==> src/rtl/filt_seq_pkg.sv <==
// Shared types and defaults for the filter sample sequencer.
package filt_seq_pkg;

    localparam int DATA_SIZE_DEFAULT = 24;

    // Two-bit state; unused encodings recover to IDLE.
    typedef enum logic [1:0] {
        IDLE = 2'd0,
        WAIT = 2'd1
    } state_t;

endpackage

==> src/rtl/sample_rate_divider.sv <==
// Free-running sample-rate divider: one-cycle tick every DIV clocks.
module sample_rate_divider #(
    parameter int DIV = 1024
) (
    input  logic clk,
    input  logic reset,
    output logic tick
);

    localparam int CW = $clog2(DIV);
    localparam logic [CW-1:0] LAST = CW'(DIV - 1);

    logic [CW-1:0] tick_cnt;

    // NOTE: sequential state uses non-blocking assignments so every flop samples pre-edge values.
    always_ff @(posedge clk or negedge reset) begin
        if (!reset) begin
            tick_cnt <= '0;
        end else if (tick_cnt == LAST) begin
            tick_cnt <= '0;
        end else begin
            tick_cnt <= tick_cnt + CW'(1);
        end
    end

    assign tick = (tick_cnt == LAST);

endmodule

==> src/rtl/filter_sample_sequencer.sv <==
// Paces held samples into an IIR filter on each divider tick, waits for filter_done
// (with timeout), and presents the result on a valid/ready port with sticky error flags.
module filter_sample_sequencer
    import filt_seq_pkg::*;
#(
    parameter int DATA_SIZE = DATA_SIZE_DEFAULT,
    parameter int DIV       = 1024,
    parameter int TIMEOUT   = 512
) (
    input  logic                 clk,
    input  logic                 reset,
    input  logic                 in_valid,
    input  logic [DATA_SIZE-1:0] in_data,
    output logic                 in_ready,
    output logic [DATA_SIZE-1:0] filt_data_in,
    output logic                 sample_trig,
    input  logic                 filter_done,
    input  logic [DATA_SIZE-1:0] filt_data_out,
    output logic                 out_valid,
    output logic [DATA_SIZE-1:0] out_data,
    input  logic                 out_ready,
    output logic                 underrun,
    output logic                 overrun,
    output logic                 timeout_err,
    input  logic                 err_clr
);

    localparam int WW = $clog2(TIMEOUT);
    localparam logic [WW-1:0] WAIT_LAST = WW'(TIMEOUT - 1);

    state_t               state;
    logic                 tick;
    logic                 hold_full;
    logic [DATA_SIZE-1:0] hold;
    logic [WW-1:0]        wait_cnt;
    logic                 hold_take;
    logic                 load;
    logic                 done_in_wait;
    logic                 timeout_hit;
    logic                 underrun_set;
    logic                 overrun_set;

    sample_rate_divider #(.DIV(DIV)) u_div (
        .clk   (clk),
        .reset (reset),
        .tick  (tick)
    );

    // NOTE: in_ready looks through to this cycle's take so a full register can be refilled without a bubble.
    assign hold_take    = (state == IDLE) && tick && hold_full;
    assign in_ready     = !hold_full || hold_take;
    assign load         = in_valid && in_ready;
    assign done_in_wait = (state == WAIT) && filter_done;
    assign timeout_hit  = (state == WAIT) && !filter_done && (wait_cnt == WAIT_LAST);
    assign underrun_set = (state == IDLE) && tick && !hold_full;
    assign overrun_set  = (done_in_wait && out_valid && !out_ready) || ((state == WAIT) && tick);

    always_ff @(posedge clk or negedge reset) begin
        if (!reset) begin
            hold      <= '0;
            hold_full <= 1'b0;
        end else if (load) begin
            hold      <= in_data;
            hold_full <= 1'b1;
        end else if (hold_take) begin
            hold_full <= 1'b0;
        end
    end

    always_ff @(posedge clk or negedge reset) begin
        if (!reset) begin
            state        <= IDLE;
            wait_cnt     <= '0;
            sample_trig  <= 1'b0;
            filt_data_in <= '0;
        end else begin
            sample_trig <= 1'b0;
            case (state)
                IDLE: begin
                    if (hold_take) begin
                        filt_data_in <= hold;
                        sample_trig  <= 1'b1;
                        wait_cnt     <= '0;
                        state        <= WAIT;
                    end
                end
                WAIT: begin
                    wait_cnt <= wait_cnt + WW'(1);
                    if (filter_done || timeout_hit) begin
                        state <= IDLE;
                    end
                end
                default: state <= IDLE;
            endcase
        end
    end

    // A capture in the same cycle as a handshake replaces the accepted word and keeps valid high.
    always_ff @(posedge clk or negedge reset) begin
        if (!reset) begin
            out_valid <= 1'b0;
            out_data  <= '0;
        end else if (done_in_wait) begin
            out_valid <= 1'b1;
            out_data  <= filt_data_out;
        end else if (out_ready) begin
            out_valid <= 1'b0;
        end
    end

    always_ff @(posedge clk or negedge reset) begin
        if (!reset) begin
            underrun    <= 1'b0;
            overrun     <= 1'b0;
            timeout_err <= 1'b0;
        end else if (err_clr) begin
            underrun    <= 1'b0;
            overrun     <= 1'b0;
            timeout_err <= 1'b0;
        end else begin
            underrun    <= underrun | underrun_set;
            overrun     <= overrun | overrun_set;
            timeout_err <= timeout_err | timeout_hit;
        end
    end

endmodule

==> config.mk <==
export PLATFORM = sky130hd
export DESIGN_NAME = filter_sample_sequencer
export DESIGN_NICKNAME = d
export VERILOG_FILES = /design/src/rtl/filt_seq_pkg.sv /design/src/rtl/sample_rate_divider.sv /design/src/rtl/filter_sample_sequencer.sv
export SDC_FILE = /design/constraint.sdc
export NUM_CORES = 1
export LEC_CHECK = 0
export ABC_AREA = 1
export BUFFER_PORTS_ARGS = -buffer_cell sky130_fd_sc_hd__buf_2
export CORE_MARGIN = 1
export CORE_UTILIZATION = 45
export CTS_BUF_LIST = sky130_fd_sc_hd__clkbuf_16
export DETAILED_ROUTE_END_ITERATION = 16
export PLACE_DENSITY = 0.79
export SLEW_MARGIN = 40
export SYNTH_ARGS = -nofsm -noshare
export SYNTH_HDL_FRONTEND = slang
export SYNTH_HIERARCHICAL = 1
export SYNTH_SLANG_ARGS = --single-unit
==> constraint.sdc <==
create_clock -name clk -period 1.5 [get_ports clk]
set_input_delay 0.075 -clock clk [delete_from_list [all_inputs] [get_ports clk]]
set_output_delay 0.075 -clock clk [all_outputs]
set_load 0.05 [all_outputs]
==> summary.md <==
| Metric | Value |
|---|---|
| Outcome | `finished with violations` |
| Failing checks | `design-rule violations, negative setup slack` |
| Delay-heaviest family, CP | `buffers and inverters` |
| Worst min path class | `in2reg` |
| Reg2Reg Depth | `12` |
| Top-count cell post-synth | `dfrtp_1` |
| EDFF count, synth | `0` |
| Fmax | `around 0.61 GHz` |
| Placement Cell Area | `between 0.004 and 0.005 mm^2` |
| CP Depth | `9` |
| FF+latch area | `0.00245 mm^2` |
| Top cell type's share of synthesized area | `around 59%` |
| Slew Viols, Final | `0` |
| Cell count after synthesis | `between 300 and 400` |
| Final period utilization | `109%` |
| Dpl cells | `between 600 and 700` |
| Area leader, netlist | `dfrtp_1` |
| RR Endpoint | `hold[16]` |
| Clock slew at reported path FFs | `around 0.07 ns` |
| Synth cell count leaders | `dfrtp_1 (98), nand2_1 (77), inv_1 (36), nor2_1 (26), a21oi_2 (22)` |
| Number of max-cap violations | `0` |
| Post-Synth XOR/XNOR Area | `0.848%` |
| Fillcell total | `about 630` |
| Crit-path max cell delay | `~0.36 ns` |
| RSZ-0062 raised after global routing | `true` |
| IO buf count | `roughly 110` |
| CP Launch Type | `flip-flop` |
| Die W | `97.8 um` |
| Multi-input logic area | `roughly 0.0016 mm^2` |
| Post-Synth Simple-Gate Area | `between 10% and 20%` |
| Layout area overhead | `46.4%` |
| Synth area leaders | `dfrtp_1 (59%), nand2_1 (7.0%), mux2_2 (5.7%), a21oi_2 (4.7%), inv_1 (3.3%)` |
| Via-to-Cell Ratio | `around 5` |
| Setup crit end | `in_ready` |
| Die Y | `97.8 um` |
| Compound-Gate Fraction of Synth Area | `under 10%` |
| TritonCTS clock tree | `built` |
| Final hold viol count | `0` |
| Routed vias | `~3300` |
| WP buf/inv | `4` |
| Die area | `about 0.0096 mm^2` |
| Worst VDD drop | `0.586 mV` |
| CP arrival | `around 1.6 ns` |
| Synthesized area | `between 0.004 and 0.005 mm^2` |
| CTS Sinks | `around 100` |
| Cts bufs inserted | `9` |
| R2R Setup Slk | `-0.12 ns` |
| Crit Path Class | `reg2out` |
| Starting density of the core | `between 40% and 50%` |
| Core area | `just under 0.009 mm^2` |
| Cell Rows | `34` |
| Lkg Pwr | `approximately 3.1 nW` |
| Crit path time final | `1.63 ns` |
| PnR worst setup slack | `-0.133 ns` |
| Largest family of logic cells by synthesized area | `simple AND/OR/NAND/NOR gates` |
| Drt total wl | `~9.8 mm` |
| Worst Tran Pin Value | `between 0.3 and 0.4 ns` |
| Dpl hpwl | `5.81 mm` |
| Wire per inst | `between 10 and 15 um` |
| Worst-skew pair later-pin latency | `0.35 ns` |
| Clock tree buffer depth | `2` |
| Io pins | `108` |
| Asr flop ratio synth | `100%` |
| ANT cells | `0` |
| Worst Path Required | `~1.4 ns` |
| R2R Path Start | `u_div/tick_cnt[0]` |
| Setup TNS Final | `-2.73 ns` |
| Syn Area/Cell | `10.9 um^2` |
| Worst Setup SP | `u_div/tick_cnt[0]` |
| DR iter-0 viols | `84` |
| Tot GR Track Use | `a little over a fifth` |
| Pre-CTS setup slack | `-0.0380 ns` |
| Largest net degree at the start of global routing | `33` |
| Post-synthesis sequential area ratio | `between 50% and 60%` |
| Final Non-Filler Cells | `~680` |
| Power per cell area | `between 900 and 1000 mW/mm^2` |
| Vias in the first global route | `approximately 3500` |
| Initial antenna violation count | `0` |
| Layout Nets | `627` |
| CP endpoint kind | `primary output` |
| # setup viols final | `50` |
| First-pass GRT wire length | `16.3 mm` |
| Cell variety after synth | `33` |
| #FFs+latches synth | `98` |
| Maximum fanout along the worst path | `2` |
| Area share of fa/ha/maj cells after synthesis | `0.908%` |
| ANT nets after route | `0` |
| Syn nets | `roughly 440` |
| H-tree Lvls | `3` |
| Fin area | `slightly above 0.006 mm^2` |
| Worst slew margin | `roughly three quarters` |
| GRT overflow | `0` |
| Ratio of cells with drive above 1 in the final layout | `a little over two fifths` |
| Mux contribution to synthesized area | `between 6 and 7%` |
| Most common flop cell mapped by yosys | `dfrtp_1` |
| Warnings from Yosys | `6` |
| Setup Skew | `approximately 0.011 ns` |
| GP Congestion | `roughly 0.82` |
| Slowest cell on the critical path | `dfrtp_1` |
| Post-route DRC | `23` |
| Pre-antenna DRT Iters | `10` |
| Clk root buf | `clkbuf_16` |
| Cell Chain, Critical Path | `ha_2, nand2_2, inv_2, nand4_4, inv_4, nand2_4, nand2_8, buf_6, buf_8` |
-- how the worst min path moves through the flow --
| stage | start | endpoint | slack, ns | cells after the start |
|---|---|---|---|---|
| floorplan | reset | filt_data_in[0] | -0.22 | 0 |
| global placement | reset | wait_cnt[1] | -0.02 | 1 |
| detailed placement | reset | wait_cnt[2] | -0.02 | 1 |
| CTS | in_data[20] | hold[20] | 0.004 | 3 |
| global route | in_data[13] | hold[13] | 0.007 | 3 |
| finish | in_data[19] | hold[19] | 0.002 | 3 |
-- timing repair --
item	CTS	global route
hold endpoints to repair	147	0
gates cloned	3	0
hold buffers	49	0
endpoints found under the setup margin	18	58
buffers inserted	4	1
gates resized for setup	35	28
pin swaps	7	4
-- per-layer routing --
layer  wire (um)  share of wire [%]  global-route usage, %  vias to the layer above
met5           0                  0                      0                        -
met4         167                1.7                   8.39                        0
met3         458                4.7                   4.51                       15
met2        5320                 54                   39.8                       95
met1        3890                 40                   24.5                     1611
li1            -                  -                      -                     1598
-- registers in the layout (all words and copies together) (netlist names) --
signal,count
filt_data_in,24
hold,24
out_data,24
u_div/tick_cnt,10
wait_cnt,9
hold_full,1
out_valid,1
overrun,1
sample_trig,1
state,1
timeout_err,1
underrun,1
-- where the power goes --
| group | internal [mW] | switching [mW] | total (mW) |
|---|---|---|---|
| clock network | 1.15 | 1.07 | 2.22 |
| logic | 0.257 | 0.451 | 0.708 |
| registers | 2.73 | 0.0471 | 2.77 |
| total | 4.14 | 1.56 | 5.70 |
-- worst reg2reg max path: stages, from the launching register on --
cell     delay [ns]
dfrtp_1        0.36
ha_2           0.19
nand2_2        0.05
inv_2          0.07
nand4_4        0.09
inv_4          0.08
nand2_4        0.06
nand2_8        0.07
buf_12         0.14
nand2_8        0.10
buf_12         0.19
nor2_4         0.09
a21oi_2        0.03
-- final cells by class --
| cell class | count | area share (%) |
|---|---|---|
| sequential | 98 | 40.5 |
| multi-input combinational | 232 | 26.4 |
| timing repair buffer | 189 | 23.5 |
| clock buffer | 9 | 3.72 |
| inverter | 40 | 2.65 |
| tap | 108 | 2.23 |
| clock inverter | 7 | 0.952 |
-- placed cells by master (no fill, tap or decap), drive strengths merged, types with 2 or more instances in the layout --
cell / count
clkinv: 2
o21ai: 25
a21oi: 28
dlygate4sd3: 49
nand2: 85
dfrtp: 98
buf: 140
ha: 3
mux2: 24
clkbuf: 9
nor2: 43
nand3: 14
xor2: 3
inv: 44
o21bai: 2
-- kinds of logic (layout without fill, tap and decap cells) --
| logic type | Yosys count | after routing |
|---|---|---|
| AO/OA/AOI/OAI | 58 | 58 |
| XOR/XNOR | 4 | 4 |
| adder cells (fa/ha/maj) | 3 | 3 |
| buffers and inverters | 52 | 245 |
| flip-flops | 98 | 98 |
| multiplexers | 24 | 24 |
| AND/OR/NAND/NOR | 141 | 143 |
-- stage by stage --
step,utilization [%],power [mW],hold slack (ns)
final,68.7,5.70,0.00192
after CTS,67.7,5.73,0.00368
after floorplan,-,3.17,-0.221
after global routing,68.7,5.91,0.00733
after global placement,56.2,3.39,-0.0214
after detailed placement,56.2,3.41,-0.0210
(Power assumes the default switching activity.)
